[src/rtl/pipeline_hazard_ctrl.sv]
// Pipeline sequencer for the 5-stage core: RAW/load-use interlock, branch flush,
// and a memory-wait FSM that freezes every stage until the MEM access completes.
module pipeline_hazard_ctrl #(
    parameter bit FWD_EN  = 1'b1,
    parameter int TIMEOUT = 255,
    parameter int CNT_W   = 8
) (
    input  logic        clk,
    input  logic        rst,
    input  logic [3:0]  id_src1,
    input  logic [3:0]  id_src2,
    input  logic        id_use_src1,
    input  logic        id_use_src2,
    input  logic        exe_wb_en,
    input  logic        exe_mem_r_en,
    input  logic [3:0]  exe_dest,
    input  logic        mem_wb_en,
    input  logic [3:0]  mem_dest,
    input  logic        branch_taken,
    input  logic        mem_req,
    input  logic        mem_ready,
    output logic        freeze_if,
    output logic        flush_if_id,
    output logic        flush_id_exe,
    output logic        stall_all,
    output logic        mem_timeout,
    output logic [31:0] stall_cycles,
    output logic [1:0]  fsm_state
);

    typedef enum logic [1:0] {
        ST_RUN      = 2'd0,
        ST_MEM_WAIT = 2'd1,
        ST_TIMEOUT  = 2'd2
    } state_t;

    localparam logic [CNT_W-1:0] WAIT_LAST = CNT_W'(TIMEOUT - 1);

    state_t           state_q, state_d;
    logic [CNT_W-1:0] wait_cnt_q, wait_cnt_d;
    logic             load_use1, load_use2, any_use1, any_use2;
    logic             m1, m2, hazard, mem_stall;

    always_ff @(posedge clk or posedge rst) begin
        if (rst) begin
            state_q     <= ST_RUN;
            wait_cnt_q  <= '0;
            mem_timeout <= 1'b0;
        end else begin
            state_q    <= state_d;
            wait_cnt_q <= wait_cnt_d;
            if (state_d == ST_TIMEOUT)
                mem_timeout <= 1'b1;
        end
    end

    always_comb begin
        state_d    = state_q;
        wait_cnt_d = '0;
        case (state_q)
            ST_RUN: begin
                if (mem_req && !mem_ready)
                    state_d = ST_MEM_WAIT;
            end
            ST_MEM_WAIT: begin
                if (mem_ready) begin
                    state_d = ST_RUN;
                end else begin
                    wait_cnt_d = wait_cnt_q + 1'b1;
                    if (wait_cnt_q == WAIT_LAST)
                        state_d = ST_TIMEOUT;
                end
            end
            ST_TIMEOUT: state_d = ST_TIMEOUT;
            default:    state_d = ST_RUN;
        endcase
    end

    // With forwarding only a load in EXE cannot be bypassed; without it any pending write interlocks.
    always_comb begin
        load_use1 = exe_wb_en & exe_mem_r_en & (exe_dest == id_src1);
        load_use2 = exe_wb_en & exe_mem_r_en & (exe_dest == id_src2);
        any_use1  = (exe_wb_en & (exe_dest == id_src1)) | (mem_wb_en & (mem_dest == id_src1));
        any_use2  = (exe_wb_en & (exe_dest == id_src2)) | (mem_wb_en & (mem_dest == id_src2));
        m1        = id_use_src1 & (FWD_EN ? load_use1 : any_use1);
        m2        = id_use_src2 & (FWD_EN ? load_use2 : any_use2);
        hazard    = m1 | m2;
    end

    // A memory stall outranks branch and hazard so both are still present once the stall lifts.
    always_comb begin
        mem_stall    = (state_q == ST_TIMEOUT) | (mem_req & ~mem_ready);
        stall_all    = 1'b0;
        freeze_if    = 1'b0;
        flush_if_id  = 1'b0;
        flush_id_exe = 1'b0;
        if (!rst) begin
            if (mem_stall) begin
                stall_all = 1'b1;
                freeze_if = 1'b1;
            end else if (branch_taken) begin
                flush_if_id  = 1'b1;
                flush_id_exe = 1'b1;
            end else if (hazard) begin
                freeze_if    = 1'b1;
                flush_id_exe = 1'b1;
            end
        end
    end

    always_ff @(posedge clk or posedge rst) begin
        if (rst)
            stall_cycles <= '0;
        else if (stall_all || freeze_if)
            stall_cycles <= stall_cycles + 32'd1;
    end

    assign fsm_state = state_q;

endmodule

[config.mk]
export PLATFORM = sky130hd
export DESIGN_NAME = pipeline_hazard_ctrl
export DESIGN_NICKNAME = d
export VERILOG_FILES = /design/src/rtl/pipeline_hazard_ctrl.sv
export SDC_FILE = /design/constraint.sdc
export NUM_CORES = 1
export LEC_CHECK = 0
export BUFFER_PORTS_ARGS = -buffer_cell sky130_fd_sc_hd__buf_2
export CORE_MARGIN = 2
export CORE_UTILIZATION = 40
export DETAILED_ROUTE_END_ITERATION = 8
export GPL_ROUTABILITY_DRIVEN = 0
export MAX_ROUTING_LAYER = met4
export PLACE_DENSITY = 0.77
export SLEW_MARGIN = 10
export SYNTH_ARGS = -nofsm -noshare
export SYNTH_HDL_FRONTEND = slang
export SYNTH_SLANG_ARGS = --single-unit
[constraint.sdc]
create_clock -name clk -period 4.1 [get_ports clk]
set_input_delay 0.41 -clock clk [delete_from_list [all_inputs] [get_ports clk]]
set_output_delay 0.41 -clock clk [all_outputs]
set_load 0.02 [all_outputs]
# Word level (Yosys, flattened, before mapping)
# Index checks and enable logic that the tools add are counted.
# Widths: inputs -> output; s select.
# classes
add_sub_neg	2
eq_ne	6
muxes	18
bitwise_logic	9
reduce_logical	4
# ops
op	n
$add 32x1->32 const B	1
$mux 8	2
$mux 1	12
$add 8x1->8 const B	1
$eq 4x4->1	2
$eq 8x8->1 const B	1
$and 1x1->1	6
$mux 2	3
$pmux 2 s3	1
$eq 2x2->1 const B	2
$eq 2x1->1 const B	1
$logic_not 2->1	1
$or 1x1->1	2
$logic_and 1x1->1	1
$logic_not 1->1	1
$logic_or 1x1->1	1
$not 1->1	1
# word_totals
reg_bits	43
input_bits	26
out_inout_bits	39
elab_cells	43

# Logic depth before layout (Yosys ltp)
# depth
ltp_word	9
mapped_depth	7

# Worst setup path after synthesis
# OpenSTA, ideal clock, no wires.
# synth_path
kind	input -> register
from	input rst
to	register stall_cycles[10]
t_arrival_ps	2441
required_time_ps	3971
slack_ps	1529
path_stages	4
n_path_buf	0
path_cell_list	inv_1 -> o211ai_1 -> or3_2 -> xnor2_1
# synth_between
elab_chain_cells	2
elab_cells_between_ends	3
classes_between	mux: 2; reduce/logical: 1
# synth_rtl
item	line_no	source
start: declaration	9	input logic rst,
$mux 1	97	if (!rst) begin
$logic_or 1x1->1 *	114	else if (stall_all || freeze_if)
end signal: assignment	115	stall_cycles <= stall_cycles + 32'd1;
end: declaration	27	output logic [31:0] stall_cycles,
# Mark *: on every way between the ends. The rest lies on a longest branch, timed or not.
# A chain may end at the register's enable or synchronous reset.

# Worst setup path after layout
# layout_path
from	register state_q[0] (netlist: fsm_state[0])
to	output freeze_if
# layout_between
elab_chain_cells	4
# layout_rtl
item	line_no	source
start: declaration	39	state_t state_q, state_d;
start signal: assignment	50	state_q <= state_d;
$eq 2x2->1	92	mem_stall = (state_q == ST_TIMEOUT) | (mem_req & ~mem_ready);
$or 1x1->1	92	
$mux 1	98	if (mem_stall) begin
$mux 1	97	
end: declaration	22	output logic freeze_if,
# No other way between the ends.

==> impl_results.md <==
- Die Ht: 76.6 um
- Synth Area in Compound Gates: 0.0344
- Unrepaired setup endpoints after global routing: no
- Placed Cells: 321
- Die X: 76.6 um
- Number of clock sinks: 43
- Starting density of the core: 0.413
- Total CTS buffers: 5
- DP HPWL: approximately 3.3 mm
- Num ports: 65
- Routed length per instance: 13.4 um
- Worst hold-check path type: in2async
- Final wirelength: 4.40 mm
- Prevailing post-synth register cell: dfrtp_1
- Core ar.: ~0.005 sq mm
- Worst Path Max Fanout: 13
- Syn_area_per_cell: 10.9 sq um
- Minimum clock period: 2320 ps
- Status: completed
- Critical Path RT: 3690 ps
- Top delay family on crit path: compound AO/OA/AOI/OAI gates
- CP bufs+invs: 1
- Xor/xnor share of the synthesized area: 0.187
- Syn. warnings: 0
- DR iter-0 viols: 33
- Clock transition at path regs: 70 ps
- Skew-Pair Late Insertion Delay: 290 ps
- Share of layout cells above drive strength 1: 0.288
- Final Slew Violations: 0
- Layout Skew: 5.85 ps
- Setup CP Type: reg2out
- Final instance area: ~0.0026 sq mm
- Final ANT Viol Nets: 0
- Port Buf Inserts: 59
- DP Area: between 0.002 and 0.0025 sq mm
- Largest family of logic cells by synthesized area: simple AND/OR/NAND/NOR gates
- Crit end category: primary output
- Critical path data arrival time: 1910 ps
- Seq/Total Area, Yosys: 0.510
- EDFF count, synth: 0
- Worst-margin pin slew: around 700 ps
- Power density cells: 348 mW/mm^2
- Post-Syn Area: 0.00211 sq mm
- Die area: between 0.005 and 0.006 sq mm
- Ant diodes: 0
- Startpoint types: flop
- Row Count: 26
- Post-synth ARST share: 1.00
- Endpoints failing setup: 0
- Crit path cell chain: nand2b_1, o21ai_0, o21a_1, buf_2
- GR Util All Layers: 0.163
- Final Cycle Share: 0.567
- Setup Buffers After CTS: 0
- Util after Layout: 0.502
- Finished Layout Cells: between 300 and 400
- Hold slack: 156 ps
- DR vias: 1,608
- Most frequent cells in the layout: 59 x buf_2, 43 x dfrtp_1, 30 x xnor2_1, 18 x nand3_1
- Hold Buf Count CTS: 0
- Leading cell type in the layout, fill and taps excluded: buf_2
- Avg Vias per Cell: 4.92
- Clock buffer depth: 2
- Largest net degree at the start of global routing: 29
- TritonCTS clock tree: built
- First-pass GRT wire length: 7.37 mm
- Post-synthesis simple-gate area fraction: 0.230
- Post-synthesis adder-cell area fraction: 0.0178
- Clock root cell: clkbuf_8
- Mapped Nets: 222
- Number of hold violations in the final report: 0
- Nets: 287
- CP max stage delay: 520 ps
- Setup TNS: 0 ps
- CTS H-tree lvls: 2
- Leakage power: 1.29 nW
- Number of max-cap violations: 0
- Residual DRC: 0
- Max Freq: 430 MHz
- Cell count after synthesis: 193
- Mux share of post-synthesis cell area: 0.0101
- Seq cells post-synth: 43
- Vias in the first global route: between 1,500 and 2,000
- Worst path slowest cell: o21a_1
- Pre-Repair DR Iteration Count: 4
- Slew margin rel.: 0.528
- Area Growth Syn to Fin: 21.5%
- Resize count post-CTS: 0
- GR Overflow Total: 0
- Initial antenna violation count: 0
- Distinct cell type count after synthesis: 36
- Worst VDD drop: roughly 0.00015 V
==> cells in the mapped netlist (all sizes together) (2+ instances only) <==
master  instances  area, sq um
nor2           15         56.3
nand2          14         52.6
ha              3         37.5
and3           11         75.1
xnor2          30          263
and4            3         26.3
o21ai           2         10.0
nand4           9         62.6
dfrtp          43         1080
o22ai           2         12.5
inv             4         15.0
nor3            4         31.3
xor2           15          131
nand3          19          108
o21a            2         15.0
and2            2         12.5
==> kinds of logic after synthesis <==
logic type / Yosys count
adders and majority gates: 3
DFF: 43
and+or+nand+nor: 84
muxes: 2
buffers and inverters: 6
xor gates and xnor gates: 45
AOI/OAI and AO/OA: 10
==> metrics by stage <==
step,total power [mW],setup slack [ps]
2_1_floorplan,0.592,1530
3_3_place_gp,0.652,1870
3_5_place_dp,0.657,1820
4_1_cts,0.903,1740
5_1_grt,0.938,1620
6_report,0.892,1780
==> worst register-to-register path, stage by stage, from the launching register on <==
cell and delay (ps):
dfrtp_1 460, nand4_2 180, nor3_4 400, and3_4 310, nand3_4 100, or3b_1 410, xnor2_1 130
==> state kept, by name, summed over array words and instances (netlist names) <==
register      count
fsm_state         2
mem_timeout       1
stall_cycles     32
wait_cnt_q        8
==> where the power goes <==
part	leakage (nW)	internal [mW]	total [mW]	switching, mW
registers	0.578	0.452	0.495	0.0425
clock network	0.0371	0.113	0.244	0.131
logic	0.676	0.0611	0.153	0.0922
total	1.29	0.627	0.892	0.265
==> worst paths after layout <==
| path | slack, ps | end | cells past startpoint | startpoint |
|---|---|---|---|---|
| setup / recovery | 1780 | freeze_if | 4 | fsm_state[0] |
| hold / removal | 160 | stall_cycles[23] | 2 | rst |
| setup reg to reg | 2010 | stall_cycles[23] | 6 | stall_cycles[4] |
| hold reg to reg | 470 | stall_cycles[31] | 1 | stall_cycles[31] |
| max in group asynchronous | 3210 | stall_cycles[26] | 3 | rst |
| min in group clk | 320 | fsm_state[0] | 2 | mem_ready |
==> routing by layer <==
layer | up-vias | routed length, um | GRT usage
li1 | 794 | - | -
met1 | 761 | 2020 | 0.205
met2 | 45 | 2030 | 0.250
met3 | 8 | 257 | 0.0427
met4 | 0 | 88 | 0.0709
met5 | - | 0 | -
==> final cells by class <==
type / instances / area, sq um
Multi-Input combinational cell: 144 / 1010
Inverter: 4 / 15.0
Sequential cell: 43 / 1080
Timing Repair Buffer: 60 / 303
Tap cell: 70 / 87.6
Fill cell: 483 / 2540
Clock buffer: 6 / 72.6
No activity file was read; power rests on OpenSTA's default activity.
